`config.mk`:
```
export PLATFORM = sky130hd
export DESIGN_NAME = pwm_ramp_scheduler_flat
export DESIGN_NICKNAME = d
export VERILOG_FILES = /design/src/rtl/pwm_ramp_scheduler_if.sv /design/src/rtl/pwm_ramp_scheduler.sv /design/src/flat_wrapper.sv
export SDC_FILE = /design/constraint.sdc
export NUM_CORES = 1
export LEC_CHECK = 0
export ABC_AREA = 1
export CAP_MARGIN = 20
export CORE_MARGIN = 4
export CORE_UTILIZATION = 51
export CTS_BUF_LIST = sky130_fd_sc_hd__clkbuf_16
export CTS_CLUSTER_SIZE = 28
export DETAILED_ROUTE_END_ITERATION = 8
export GPL_ROUTABILITY_DRIVEN = 1
export PLACE_DENSITY = 0.85
export RECOVER_POWER = 25
export REMOVE_ABC_BUFFERS = 1
export SYNTH_ARGS = -nofsm -noshare
export SYNTH_HDL_FRONTEND = slang
export SYNTH_SLANG_ARGS = --single-unit
```
`constraint.sdc`:
```
create_clock -name clk -period 3.05 [get_ports clk]
set_input_delay 0.7625 -clock clk [delete_from_list [all_inputs] [get_ports clk]]
set_output_delay 0.7625 -clock clk [all_outputs]
set_load 0.02 [all_outputs]
```
`src/rtl/pwm_ramp_scheduler_if.sv`:
```
// Request channel of the PWM ramp scheduler: the valid/ready handshake plus
// the ramp parameters (final duty, step size, step interval).
interface pwm_ramp_scheduler_if #(
  parameter int IW = 16
) ();
  logic          req_valid;
  logic          req_ready;
  logic [7:0]    req_target;
  logic [7:0]    req_step;
  logic [IW-1:0] req_interval;

  modport master (
    output req_valid,
    output req_target,
    output req_step,
    output req_interval,
    input  req_ready
  );

  modport slave (
    input  req_valid,
    input  req_target,
    input  req_step,
    input  req_interval,
    output req_ready
  );
endinterface

```
`src/rtl/pwm_ramp_scheduler.sv`:
```
// PWM duty-cycle ramp scheduler. It accepts one ramp request at a time and
// walks duty_out toward the target by a fixed step every 'interval' cycles.
// The last step saturates exactly at the target, so duty_out never wraps.
// An abort freezes duty_out where it is. A reset drops any ramp silently.
module pwm_ramp_scheduler #(
  parameter logic [7:0] RESET_DUTY = 8'h00,
  parameter int         IW         = 16
) (
  input  logic                  clk,
  input  logic                  rst,
  pwm_ramp_scheduler_if.slave   req,
  input  logic                  abort,
  output logic [7:0]            duty_out,
  output logic                  busy,
  output logic                  done,
  output logic                  aborted
);

  typedef enum logic [1:0] {
    ST_IDLE = 2'd0,
    ST_RAMP = 2'd1,
    ST_DONE = 2'd2
  } state_e;

  localparam logic [IW-1:0] IW_ZERO = {IW{1'b0}};
  localparam logic [IW-1:0] IW_ONE  = {{(IW-1){1'b0}}, 1'b1};

  state_e        state_q, state_d;
  logic [7:0]    duty_q, duty_d;
  logic [7:0]    tgt_q, tgt_d;
  logic [7:0]    step_q, step_d;
  logic [IW-1:0] intv_q, intv_d;
  logic [IW-1:0] cnt_q, cnt_d;
  logic          up_q, up_d;
  logic          busy_q, busy_d;
  logic          done_q, done_d;
  logic          aborted_q, aborted_d;
  logic [7:0]    gap_s;
  logic [7:0]    next_duty_s;

  // Requests are only taken in IDLE and never while reset is held.
  assign req.req_ready = (state_q == ST_IDLE) && !rst;

  assign duty_out = duty_q;
  assign busy     = busy_q;
  assign done     = done_q;
  assign aborted  = aborted_q;

  // Next duty value for one step: saturate at the target when within one step.
  // The gap is taken in the ramp direction, so it never underflows.
  always_comb begin
    gap_s       = 8'h00;
    next_duty_s = duty_q;
    if (up_q) begin
      gap_s = tgt_q - duty_q;
    end else begin
      gap_s = duty_q - tgt_q;
    end
    if (gap_s <= step_q) begin
      next_duty_s = tgt_q;
    end else if (up_q) begin
      next_duty_s = duty_q + step_q;
    end else begin
      next_duty_s = duty_q - step_q;
    end
  end

  // State machine next-state and registered-output computation.
  always_comb begin
    state_d   = state_q;
    duty_d    = duty_q;
    tgt_d     = tgt_q;
    step_d    = step_q;
    intv_d    = intv_q;
    cnt_d     = cnt_q;
    up_d      = up_q;
    aborted_d = 1'b0;
    case (state_q)
      ST_IDLE: begin
        if (req.req_valid) begin
          // A zero step or zero interval would stall the ramp, so it becomes 1.
          tgt_d  = req.req_target;
          step_d = (req.req_step == 8'h00) ? 8'h01 : req.req_step;
          intv_d = (req.req_interval == IW_ZERO) ? IW_ONE : req.req_interval;
          cnt_d  = IW_ZERO;
          up_d   = (req.req_target > duty_q);
          if (req.req_target == duty_q) begin
            state_d = ST_DONE;
          end else begin
            state_d = ST_RAMP;
          end
        end else begin
          state_d = ST_IDLE;
        end
      end
      ST_RAMP: begin
        if (abort) begin
          // Abort wins over a step that falls due on the same edge.
          state_d   = ST_IDLE;
          cnt_d     = IW_ZERO;
          aborted_d = 1'b1;
        end else if (cnt_q == (intv_q - IW_ONE)) begin
          cnt_d  = IW_ZERO;
          duty_d = next_duty_s;
          if (next_duty_s == tgt_q) begin
            state_d = ST_DONE;
          end else begin
            state_d = ST_RAMP;
          end
        end else begin
          cnt_d = cnt_q + IW_ONE;
        end
      end
      ST_DONE: begin
        state_d = ST_IDLE;
      end
      default: begin
        state_d = ST_IDLE;
      end
    endcase
    busy_d = (state_d != ST_IDLE);
    done_d = (state_d == ST_DONE);
  end

  // State and output registers with synchronous reset.
  always_ff @(posedge clk) begin
    if (rst) begin
      state_q   <= ST_IDLE;
      duty_q    <= RESET_DUTY;
      tgt_q     <= 8'h00;
      step_q    <= 8'h01;
      intv_q    <= IW_ONE;
      cnt_q     <= IW_ZERO;
      up_q      <= 1'b0;
      busy_q    <= 1'b0;
      done_q    <= 1'b0;
      aborted_q <= 1'b0;
    end else begin
      state_q   <= state_d;
      duty_q    <= duty_d;
      tgt_q     <= tgt_d;
      step_q    <= step_d;
      intv_q    <= intv_d;
      cnt_q     <= cnt_d;
      up_q      <= up_d;
      busy_q    <= busy_d;
      done_q    <= done_d;
      aborted_q <= aborted_d;
    end
  end

endmodule

```
`src/flat_wrapper.sv`:
```
// flat-port wrapper written by rule: the top's interface ports become plain ports
module pwm_ramp_scheduler_flat 
#(
  parameter logic [7:0] RESET_DUTY = 8'h00,
  parameter int         IW         = 16
)
  (clk, rst, abort, duty_out, busy, done, aborted, req_req_valid, req_req_target, req_req_step, req_req_interval, req_req_ready);
  pwm_ramp_scheduler_if #(.IW(IW)) req_i ();
  input  logic clk;
  input  logic rst;
  input  logic abort;
  output logic [7:0] duty_out;
  output logic busy;
  output logic done;
  output logic aborted;
  input wire logic [$bits(req_i.req_valid)-1:0] req_req_valid;
  input wire logic [$bits(req_i.req_target)-1:0] req_req_target;
  input wire logic [$bits(req_i.req_step)-1:0] req_req_step;
  input wire logic [$bits(req_i.req_interval)-1:0] req_req_interval;
  output wire logic [$bits(req_i.req_ready)-1:0] req_req_ready;
  assign req_i.req_valid = req_req_valid;
  assign req_i.req_target = req_req_target;
  assign req_i.req_step = req_req_step;
  assign req_i.req_interval = req_req_interval;
  assign req_req_ready = req_i.req_ready;
  pwm_ramp_scheduler #(.RESET_DUTY(RESET_DUTY), .IW(IW)) u_core (.clk(clk), .rst(rst), .req(req_i), .abort(abort), .duty_out(duty_out), .busy(busy), .done(done), .aborted(aborted));
endmodule
```
==> results of run 1 <==
[what timing repair did]
action                                  4_1_cts  5_1_grt
pin swaps                                    19       17
endpoints found under the setup margin       12       13
cloned                                        1        0
gates resized for setup                      32       22
setup buffers                                 6        6
[worst paths after layout]
path | to | slack [ps] | cells past startpoint
setup / recovery | u_core.busy | -530 | 28
hold / removal | u_core.aborted | 480 | 2
setup reg to reg | u_core.busy | -530 | 28
hold reg to reg | u_core.aborted | 480 | 2
[worst min-delay path, delay by kind of cell (launching register included)]
kind	cells	cell delay, ps
AND/OR/NAND/NOR	2	100
flip-flops	1	330
[where the power goes]
group,internal (W),switching (W),total [W]
logic,0.000561,0.000785,0.00135
clock network,0.000702,0.000387,0.00109
registers,0.000854,0.0000430,0.000897
total,0.00212,0.00122,0.00333
[synth_stat cells, types with 3 or more instances]
cell type / number
inv_2: 4
nor2_2: 4
clkbuf_1: 18
nor2_4: 3
nand4_1: 20
nand3b_1: 5
ha_1: 40
inv_1: 95
nor4_1: 5
xor2_1: 24
nor3_1: 5
a21oi_1: 66
nand3_1: 46
xnor2_1: 8
nand2_2: 4
dfxtp_1: 62
o21ai_0: 50
nor2_1: 62
a211oi_1: 6
nand3_2: 3
nand2_1: 183
fa_1: 3
[final cells by class]
class	count	area (um^2)
clock inverters	7	80.1
flip-flops and latches	62	1250
repair buffers	100	886
multi-input cells	561	3310
inverters	100	375
well taps	129	161
fillers	718	2950
clock buffers	9	225
[through the flow]
| step | total power [W] | setup TNS (ps) |
|---|---|---|
| CTS | 0.00316 | -2020 |
| floorplan | 0.00159 | -3640 |
| finish | 0.00333 | -3900 |
| global route | 0.00348 | -5300 |
| detailed placement | 0.00196 | -4800 |
| global placement | 0.00191 | -2430 |
[per-layer routing]
layer  track usage, %  routed length, um  vias up  part of all wire (%)
met4             14.4                665        0                   4.3
met2             46.3               7330      276                    47
met3             7.47               1370       73                   8.8
met1             31.5               6210     2465                    40
met5                0                  0        -                     0
li1                 -                  -     2623                     -
[flip-flops by register name (all words and copies together), names as in the netlist]
signal	flops
u_core.aborted	1
u_core.busy	1
u_core.cnt_q	16
u_core.done	1
u_core.duty_out	8
u_core.intv_q	16
u_core.state_q	2
u_core.step_q	8
u_core.tgt_q	8
u_core.up_q	1
[kinds of logic after synthesis]
| kind of cell | count (synthesis) |
|---|---|
| flops | 62 |
| fa+ha+maj | 43 |
| buf+inv | 119 |
| mux | 2 |
| compound gates | 135 |
| simple gates | 348 |
| xor+xnor | 32 |
==> impl_results.md, run 1 <==
* Via-per-instance ratio at 5.62
* Final RePlAce weighted congestion at 0.961
* Crit path top cell by count: nand2_1
* Fin nets at 913
* Max Root-Sink Buffers at 2
* Total gr overflow at 0
* Lkg Pwr at 2.88 nW
* Max-Cap Viols at 0
* Worst EP required at 3330 ps
* DRT Pass-1 Iters at 7
* Port Buffers at 47
* Core Area at 9240 um^2
* Main combinational cell family by area after synthesis: simple AND/OR/NAND/NOR gates
* CP peak stage delay at 330 ps
* Area leader, netlist: dfxtp_1
* Post-route cell area at 6290 um^2
* Critical Path Source: u_core.tgt_q[0]
* Root Driver: clkbuf_16
* Hold Startpoint: u_core.state_q[0]
* Crit path DAT at 3850 ps
* Initial Utilization at 52.5%
* Cts bufs inserted at 9
* Post-synthesis mux area share at 0.413%
* RSZ-0062 raised after global routing: yes
* First-pass GRT wire length at 24700 um
* Count of pins over their slew limit at 0
* Core Rows at 35
* Pre-CTS setup slack at -627 ps
* Compound-gate portion of the synthesized area at 15.1%
* Die W at 106 um
* VDD IR max at 0.304 mV
* Ys async rst share at 0%
* Commonest non-fill, non-tap cells in the layout: nand2_1, inv_1, a21oi_1
* Failing checks: setup timing
* Status: finished, violations left
* Ports at 48
* Area of placed instances at 5710 um^2
* Mapped Avg Cell Area at 6.54 um^2
* Crit Path Max Fanout at 5
* Tmin final at 3580 ps
* Worst Hold Class: reg2reg
* CP top delay family: simple AND/OR/NAND/NOR gates
* Max Clock Skew at 11.8 ps
* Post-Route WL at 15600 um
* Main flop type after synthesis: dfxtp_1
* Ratio of final minimum period to clock period at 117%
* XOR/XNOR Fraction of Synth Area at 5.78%
* Final Non-Filler Cells at 968
* Commonest non-fill, non-tap cell in the layout: nand2_1
* Number of synthesized flops with an enable pin at 0
* Residual DRC at 0
* Synthesized-area fraction occupied by adder cells at 11.6%
* Synth cell types at 40
* Setup Viol. Count Final at 12
* Share of layout cells above drive strength 1 at 14.7%
* Combined buffer and inverter count along the critical path at 4
* Worst reg2reg path startpoint: u_core.tgt_q[0]
* DP Cell Count at 938
* Routed wire per std cell at 16.1 um
* Area grow syn2layout at 29.7%
* Synth Instances at 741
* Die area at 11100 um^2
* Pin count of the biggest net entering global routing at 57
* Simple-gate portion of the synthesized area at 32.3%
* Endpoints failing hold at 0
* Via count at 5437
* Post-synthesis register bit count at 62
* Max Clk Rate at 280 MHz
* Hold_buf cts at 0
* Dpl hpwl at 10600 um
* Area contributors post-synth: dfxtp_1, nand2_1, ha_1
* ANT cells at 0
* Initial DRC Count at 492
* Crit path capture type: flip-flop
* H-tree depth at 3
* Worst-path clk slew at 60 ps
* Setup crit start kind: flip-flop
* Final Util at 68.0%
* Top cell type's share of synthesized area at 25.6%
* Initial antenna violation count at 0
* Max_slew headroom at 44.7%
* Synth warn at 0
* Hold slack at 476 ps
* Post-route worst setup slack at -527 ps
* Pwr Density at 530 nW/um^2
* Worst slew pin tran at 828 ps
* Clk_lat worst skew at 340 ps
* CTS tree: built
* Antenna viol nets, final at 0
* Die H at 106 um
* Slowest CP cell: dfxtp_2
* Seq/Total Area, Yosys at 25.6%
* Total track usage at 27.4%
* Mapped Area at 4850 um^2
* Number of global-route vias before repair at 5325
* Total clock sinks at 62
* Critical path type: reg2reg
Note: power is estimated with default switching activity, not from simulation.
==> run 2: changes to the inputs <==
- CAP_MARGIN: 20 -> not set
==> run 2 against run 1 <==
The run ends with DRC, setup timing left. Final cell count decreased by 0.10%. Critical path type unchanged. Register-to-register slack is essentially flat. Setup slack lost 13 ps. Routed wire length shrank 0.35%. Clock power about the same. Fmax is 0.37% lower. Combinational power is essentially flat. Sequential power about the same. Global-route usage unchanged. Power decreased by 0.23%.
==> impl_results.md, run 2 (same netlist as run 1, synthesis figures left out) <==
* Status: finished, violations left
* Failing checks: DRC, setup timing
* Pwr Density at 530 nW/um^2 (-0.11%)
* Total clock sinks at 62 (unchanged)
* TNS Setup at -3940 ps (-36.3 ps)
* Initial Utilization at 52.5% (unchanged)
* CTS tree: built
* Max_slew headroom at 25.6% (-19 points)
* First-pass GRT wire length at 24700 um (unchanged)
* Total track usage at 27.4% (unchanged)
* Area grow syn2layout at 29.5%
* Endpoints failing hold at 0 (unchanged)
* Ratio of final minimum period to clock period at 118% (+0.44 points)
* Via count at 5462 (+0.46%)
* Fill cells at 719 (+0.14%)
* Critical path type: reg2reg
* Crit Path Max Fanout at 5 (unchanged)
* Crit path capture type: flip-flop
* Hold_buf cts at 0 (unchanged)
* Clock Power Share at 32.7% (about the same)
* Total gr overflow at 0 (unchanged)
* Root Driver: clkbuf_16
* Sequential cell area at 1250 um^2 (unchanged)
* Max Clock Skew at 11.9 ps (+0.0699 ps)
* Post-route worst setup slack at -541 ps (-13.4 ps)
* Count of pins over their slew limit at 0 (unchanged)
* Worst reg2reg path startpoint: u_core.tgt_q[0]
* VDD IR max at 0.303 mV (-0.19%)
* Port Buffers at 47 (unchanged)
* Tmin final at 3590 ps (+13.4 ps)
* Clk_lat worst skew at 340 ps (about the same)
* Share of layout cells above drive strength 1 at 14.6% (-0.10 points)
* Via-per-instance ratio at 5.65 (+0.56%)
* Initial DRC Count at 466 (-5.3%)
* Lkg Pwr at 2.88 nW (-0.17%)
* Pint at 0.00211 W (-0.14%)
* Final Non-Filler Cells at 967 (-0.10%)
* Dpl hpwl at 10600 um (unchanged)
* H-tree depth at 3 (unchanged)
* Worst-path clk slew at 60 ps (about the same)
* Post-Route WL at 15500 um (-0.35%)
* Final Total Pwr at 0.00333 W (-0.23%)
* Die W at 106 um (unchanged)
* Die area at 11100 um^2 (unchanged)
* Initial antenna violation count at 0 (unchanged)
* Cts bufs inserted at 9 (unchanged)
* Ports at 48 (unchanged)
* Worst Hold Class: reg2reg
* Area of the multi-input gates at 3310 um^2 (unchanged)
* Setup crit start kind: flip-flop
* Net switching power figure at 0.00121 W (-0.38%)
* ANT cells at 0 (unchanged)
* Max-Cap Viols at 0 (unchanged)
* Pin count of the biggest net entering global routing at 57 (unchanged)
* Fin nets at 912 (-0.11%)
* Setup Viol. Count Final at 12 (unchanged)
* Hold path endpoint: u_core.aborted
* Core Rows at 35 (unchanged)
* Die H at 106 um (unchanged)
* Hold Startpoint: u_core.state_q[0]
* Final RePlAce weighted congestion at 0.961 (unchanged)
* Worst EP required at 3280 ps (-50 ps)
* Max Root-Sink Buffers at 2 (unchanged)
* RSZ-0062 raised after global routing: yes
* Antenna viol nets, final at 0 (unchanged)
* DRT Pass-1 Iters at 8 (+1)
* WHS Path Cells at 2 (unchanged)
* Commonest non-fill, non-tap cells in the layout: nand2_1, inv_1, a21oi_1
* R2r setup slk at -540 ps (about the same)
* FF-to-FF path depth at 27 (-3.6%)
* Core Area at 9240 um^2 (unchanged)
* Worst R2R End: u_core.busy
* Routed wire per std cell at 16.0 um (-0.25%)
* Residual DRC at 1 (+1)
* Sw frac at 36.4% (-0.055 points)
* Number of global-route vias before repair at 5325 (unchanged)
* Largest registers: u_core.cnt_q: 16 flops, u_core.intv_q: 16 flops
* Combinational power share at 40.3% (about the same)
* Crit path DAT at 3820 ps (-30 ps)
* Hold slack at 475 ps (-1.10 ps)
* Worst slew pin tran at 1110 ps (+284 ps)
* Max Clk Rate at 279 MHz (-0.37%)
* DP Cell Count at 938 (unchanged)
* Commonest non-fill, non-tap cell in the layout: nand2_1
* Reg power frac at 27.0% (about the same)
-- run 2: repair_timing --
item                       in CTS  in global routing
setup buffers                   6                  6
hold endpoints to repair        0                  0
setup endpoints to repair      12                 13
resized for setup              32                 22
cloned                          1                  0
pin swaps                      19                 17
-- run 2: worst max-delay path: stages, from the launching register on --
cell,delay [ps]
dfxtp_2,330
buf_6,120
ha_4,160
fa_2,330
nor2_1,110
o21ai_1,70
nand2_1,100
nand3_1,100
o21ai_1,140
nand2_1,80
nand2_1,90
xnor2_1,130
inv_1,100
ha_4,290
nand2_4,60
o21a_1,200
buf_6,140
a21boi_4,210
nand2_2,90
nand2_1,60
nand2_1,50
nand2_1,90
nor2_2,50
buf_4,130
nand3_2,70
nand2_2,60
nand2_4,80
nand2_1,50
-- run 2: metrics by stage --
step | utilization (%) | setup WS (ps) | area (um^2)
after global routing | 67.9 | -661 | 6280
after detailed placement | 61.8 | -627 | 5710
final | 67.9 | -541 | 6280
after global placement | 61.8 | -424 | 5710
after floorplan | - | -584 | 4780
after CTS | 66.9 | -365 | 6180
-- run 2: area by class of cell --
class	instances	area share [%]
Sequential cell	62	19.8
Clock inverter	7	1.28
Timing Repair Buffer	99	14.0
Multi-Input combinational cell	561	52.8
Inverter	100	5.98
Tap cell	129	2.57
Clock buffer	9	3.59
-- run 2: how the worst max path moves through the flow --
| stage | startpoint | endpoint | slack [ps] | cells after the start |
|---|---|---|---|---|
| finish | u_core.tgt_q[0] | u_core.busy | -540 | 27 |
| CTS | u_core.tgt_q[0] | u_core.busy | -360 | 27 |
| detailed placement | u_core.duty_out[2] | u_core.busy | -630 | 24 |
| floorplan | u_core.duty_out[1] | u_core.busy | -580 | 24 |
| global route | u_core.tgt_q[0] | u_core.busy | -660 | 27 |
| global placement | u_core.duty_out[2] | u_core.busy | -420 | 24 |
-- run 2: power groups by stage --
stage / Clock, W / Sequential [W] / Combinational (W)
floorplan: 0 / 0.000909 / 0.000680
global placement: 0 / 0.000909 / 0.00101
detailed placement: 0 / 0.000911 / 0.00105
CTS: 0.00109 / 0.000895 / 0.00118
global route: 0.00112 / 0.000902 / 0.00145
finish: 0.00109 / 0.000897 / 0.00134
-- run 2: routing by layer --
metal | up-vias | wire length, um | global-route usage [%]
met4 | 0 | 682 | 14.4
met1 | 2480 | 6130 | 31.5
li1 | 2622 | - | -
met3 | 79 | 1400 | 7.47
met2 | 281 | 7310 | 46.3
met5 | - | 0 | 0
==> RTL change 1, RTL diff (flow settings as in run 1) <==
`IW` is set to 16 in 3 places; all go to 15.
--- a/src/rtl/pwm_ramp_scheduler_if.sv
+++ b/src/rtl/pwm_ramp_scheduler_if.sv
@@ -2,5 +2,5 @@
 // the ramp parameters (final duty, step size, step interval).
 interface pwm_ramp_scheduler_if #(
-  parameter int IW = 16
+  parameter int IW = 15
 ) ();
   logic          req_valid;
--- a/src/rtl/pwm_ramp_scheduler.sv
+++ b/src/rtl/pwm_ramp_scheduler.sv
@@ -5,5 +5,5 @@
 module pwm_ramp_scheduler #(
   parameter logic [7:0] RESET_DUTY = 8'h00,
-  parameter int         IW         = 16
+  parameter int         IW         = 15
 ) (
   input  logic                  clk,
--- a/src/flat_wrapper.sv
+++ b/src/flat_wrapper.sv
@@ -3,5 +3,5 @@
 #(
   parameter logic [7:0] RESET_DUTY = 8'h00,
-  parameter int         IW         = 16
+  parameter int         IW         = 15
 )
   (clk, rst, abort, duty_out, busy, done, aborted, req_req_valid, req_req_target, req_req_step, req_req_interval, req_req_ready);
Ports: changed (resized req_req_interval); port bits go from 48 to 47. The function was not compared with the original's and may differ.
==> RTL change 1 against run 1 <==
The flow still finishes with violations (negative setup slack); clock power fell by 12%; power fell by 6.1%; sequential cell count fell by 2; non-clock buffer count rose by 11; setup slack improved by 0.10 ns; wire length fell by 8.1%; synthesized area fell by 0.21%; design area rose by 1.4%; largest cell class unchanged; largest power group unchanged; highest routed layer unchanged.
==> RTL change 1: results (changes against run 1) <==
* Status: finished, violations left
* Failing checks: negative setup slack
* Setup total negative slack at -2.90 ns (+1.00 ns)
* Detailed Routing Iterations Pass 1 at 5 (-2)
* Vias at 5336 (-1.9%)
* Sw Share at 38.6% (+2.1 points)
* Place WS at -0.620 ns (+0.00665 ns)
* Fillers at 719 (+0.14%)
* Power share of the combinational group at 41.6% (+1.2 points)
* Crit-path max FO at 6 (+1)
* Dpl hpwl at 10100 um (-5.0%)
* First-pass GRT wire length at 22800 um (-8.0%)
* Seq pwr share at 27.7% (+0.8 points)
* Most instantiated cells after synthesis: nand2_1 (196), inv_1 (103), a21oi_1 (68)
* Crit path largest cell delay at 0.35 ns (+0.02 ns)
* Final worst slack at -0.426 ns (+0.101 ns)
* Starting DRT DRC Count at 455 (-7.5%)
* Syn avg cell area at 6.43 um2 (-1.8%)
* GRT Overall Usage at 25.0% (-2.4 points)
* Critical-path top delay cell: dfxtp_4
* Routed WL per cell at 14.4 um (-10%)
* Worst-skew pair later-pin latency at 0.33 ns
* # setup viols final at 12 (unchanged)
* Max_slew headroom at 29.1% (-16 points)
* Vias in the first global route at 4745 (-11%)
* Post-synthesis mux area share at 0.414% (+0.00085 points)
* Synth Area in XOR/XNOR at 5.61% (-0.17 points)
* Total placed cells including tap cells at 966 (+3.0%)
* Count of cell types in the netlist at 39 (-2.5%)
* Leak at 3.02 nW (+5.0%)
* Largest net degree at the start of global routing at 56 (-1.8%)
* Biggest regs: u_core.cnt_q x15, u_core.intv_q x15
* Share of cells above drive strength 1 at 16.7% (+2.0 points)
* Placer Congestion at 0.986 (+2.6%)
* Synth area leaders: dfxtp_1 (25%), nand2_1 (15%), ha_1 (10%), inv_1 (8.0%), a21oi_1 (7.0%)
* Nets at 936 (+2.5%)
* IO Port Bufs at 46 (-2.1%)
* Crit path launch: u_core.tgt_q[0]$_SDFFE_PP0P_
* Synth Area in Adders at 11.6% (+0.024 points)
-- RTL change 1: changes by cell type in the layout (fill, tap and decap cells not counted), sizes merged, moves of 3 or more --
cell,delta
nor2,+5
nor3,-3
nand3b,-3
nand2,+11
xor2,-4
clkinv,+4
o211a,+4
buf,+11
inv,+3
xnor2,+3
-- RTL change 1: layer usage --
metal	part of all wire (%)	up-vias	GRT usage [%]
li1	-	2678	-
met1	46	2411	36.0
met2	45	227	38.7
met3	7.3	20	3.37
met4	1.6	0	7.50
met5	0	-	0
-- RTL change 1: final cells by class --
type	instances	share of cell area (%)
Inverter	105	6.18
Multi-Input combinational cell	571	52.7
Tap cell	129	2.53
Sequential cell	60	19.0
Clock inverter	7	0.844
Timing Repair Buffer	111	15.2
Clock buffer	9	3.53
-- RTL change 1: metrics by stage --
step                      hold slack (ns)  power [mW]  instance area (um2)
after floorplan                     0.428        1.55                 4770
after global placement              0.463        1.89                 5810
after detailed placement            0.455        1.90                 5810
after CTS                           0.474        3.00                 6240
after global routing                0.493        3.30                 6370
final                               0.483        3.13                 6370
-- RTL change 1: cells by family (layout without fill, tap and decap cells) --
kind of cell             after synthesis  after routing
flip-flops                            60             60
adder cells (fa/ha/maj)               43             43
AND/OR/NAND/NOR                      361            361
AO/OA/AOI/OAI                        134            134
multiplexers                           2              2
buffers and inverters                122            232
XOR/XNOR                              31             31
-- RTL change 1: worst max-delay path, delay by kind of cell, from the launching register on --
kind / cells / cell delay [ns]
XOR/XNOR: 1 / 0.16
AO/OA/AOI/OAI: 6 / 0.62
AND/OR/NAND/NOR: 12 / 0.85
adder cells (fa/ha/maj): 3 / 0.77
buffers and inverters: 6 / 0.61
flip-flops: 1 / 0.35
==> RTL change 2, RTL diff (flow settings as in run 1) <==
Made on the original files. Encoding of `state_e`: now one-hot (3 bits for 3 states).
--- a/src/rtl/pwm_ramp_scheduler.sv
+++ b/src/rtl/pwm_ramp_scheduler.sv
@@ -17,8 +17,8 @@
 );
 
-  typedef enum logic [1:0] {
-    ST_IDLE = 2'd0,
-    ST_RAMP = 2'd1,
-    ST_DONE = 2'd2
+  typedef enum logic [2:0] {
+    ST_IDLE = 3'b001,
+    ST_RAMP = 3'b010,
+    ST_DONE = 3'b100
   } state_e;
 
Function: no difference found for any inputs over 4 cycles, from zero or initial values and one cycle with rst high; so few cycles prove little.
==> RTL change 2 against run 1 <==
The run still ends with negative setup slack left; power up 8.1%; setup slack worse by 0.21 ns; clock skew down 0.0040 ns; sequential power up 0.9%; sequential cell count up 1; maximum frequency down 5.6%; wire length up 15%; combinational power up 19%; die area up 3.3%; non-clock buffer count up 12; synthesized area up 3.6%; first-iteration DRC count up 47%; design area up 6.2%; critical path type unchanged; largest power group unchanged.
==> RTL change 2: results (changes against run 1) <==
* Critical-path top delay cell: fa_2
* # setup viols final at 11 (-1)
* Vias at 5926 (+9.0%)
* #FFs+latches synth at 63 (+1.6%)
* Least-Margin Pin Slew at 1.07 ns (+0.244 ns)
* Count of cell types in the netlist at 44 (+10%)
* Sequential Area at 1270 um2 (+2.0%)
* Starting DRT DRC Count at 724 (+47%)
* Die area at 11500 um2 (+3.3%)
* Fillers at 661 (-7.9%)
* Most instantiated cells after synthesis: nand2_1 (168), inv_1 (92), a21oi_1 (71)
* Largest net degree at the start of global routing at 54 (-5.3%)
* Routed WL per cell at 18.2 um (+13%)
* Synth area leaders: dfxtp_1 (25%), nand2_1 (13%), ha_1 (10%), a21oi_1 (7.1%), inv_1 (6.9%)
* Placer Congestion at 1.06 (+10%)
* Inverters at 93 (-7.0%)
* Multi-input gate area at 3600 um2 (+8.7%)
* Dpl hpwl at 11500 um (+8.4%)
* Layout clock area frac at 4.57% (-0.28 points)
* Final worst slack at -0.740 ns (-0.212 ns)
* Place WS at -0.734 ns (-0.107 ns)
* Setup total negative slack at -6.32 ns (-2.41 ns)
* Status: finished, violations left
* First-pass GRT wire length at 27200 um (+9.9%)
* Failing checks: negative setup slack
* Initial antenna violation count at 0 (unchanged)
* Maximum VDD drop at 0.000295 V (-2.7%)
* Nets at 925 (+1.3%)
* Total placed cells including tap cells at 945 (+0.75%)
* Crit-path max FO at 4 (-1)
* Mapped Cells at 748 (+0.94%)
* GRT Overall Usage at 29.6% (+2.2 points)
* Share of cells above drive strength 1 at 19.4% (+4.7 points)
* Non-clk bufs at 112 (+12%)
* Drt via density at 6.05 (+7.7%)
* Critical path arrival at 4.00 ns (+0.15 ns)
* Vias in the first global route at 5598 (+5.1%)
## RTL change 2: power breakdown
group | total (mW) | switching, mW | internal [mW]
Clock | 1.09 | 0.384 | 0.702
Sequential | 0.905 | 0.0410 | 0.864
Combinational | 1.61 | 0.926 | 0.687
## RTL change 2: repair_timing
action | 4_1_cts | 5_1_grt
cloned | 1 | 0
setup buffers | 13 | 5
endpoints found under the setup margin | 12 | 11
resized for setup | 57 | 46
pin swaps | 23 | 28
## RTL change 2: stage by stage
stage | hold slack, ns | utilization (%)
after floorplan | 0.451 | -
after global placement | 0.471 | 62.7
after detailed placement | 0.478 | 62.7
after CTS | 0.487 | 68.7
after global routing | 0.512 | 70.9
final | 0.486 | 70.9
## RTL change 2: path summary, 6_finish.rpt
path | cells after the start | slack [ns] | startpoint | to
worst max-delay path | 23 | -0.74 | u_core.duty_out[1]$_SDFFE_PP0P_ | u_core.state_q[1]$_SDFF_PP0_
worst min-delay path | 2 | 0.49 | u_core.intv_q[15]$_SDFFE_PP0P_ | u_core.intv_q[15]$_SDFFE_PP0P_
worst max register to register | 23 | -0.74 | u_core.duty_out[1]$_SDFFE_PP0P_ | u_core.state_q[1]$_SDFF_PP0_
worst min register to register | 2 | 0.49 | u_core.intv_q[15]$_SDFFE_PP0P_ | u_core.intv_q[15]$_SDFFE_PP0P_
## RTL change 2: layer usage
metal | vias up | track usage, % | routed length (um)
met5 | - | 0 | 0
met4 | 0 | 16.0 | 1150
met3 | 136 | 6.56 | 2060
met2 | 422 | 46.8 | 7900
met1 | 2706 | 37.4 | 6760
li1 | 2662 | - | -
## RTL change 2: cells by family after synthesis
group           share of synthesized area [%]
compound gates                           14.0
xor+xnor                                 7.82
simple gates                             32.8
buf+inv                                  8.89
mux                                     0.199
flops                                    25.1
fa+ha+maj                                11.2
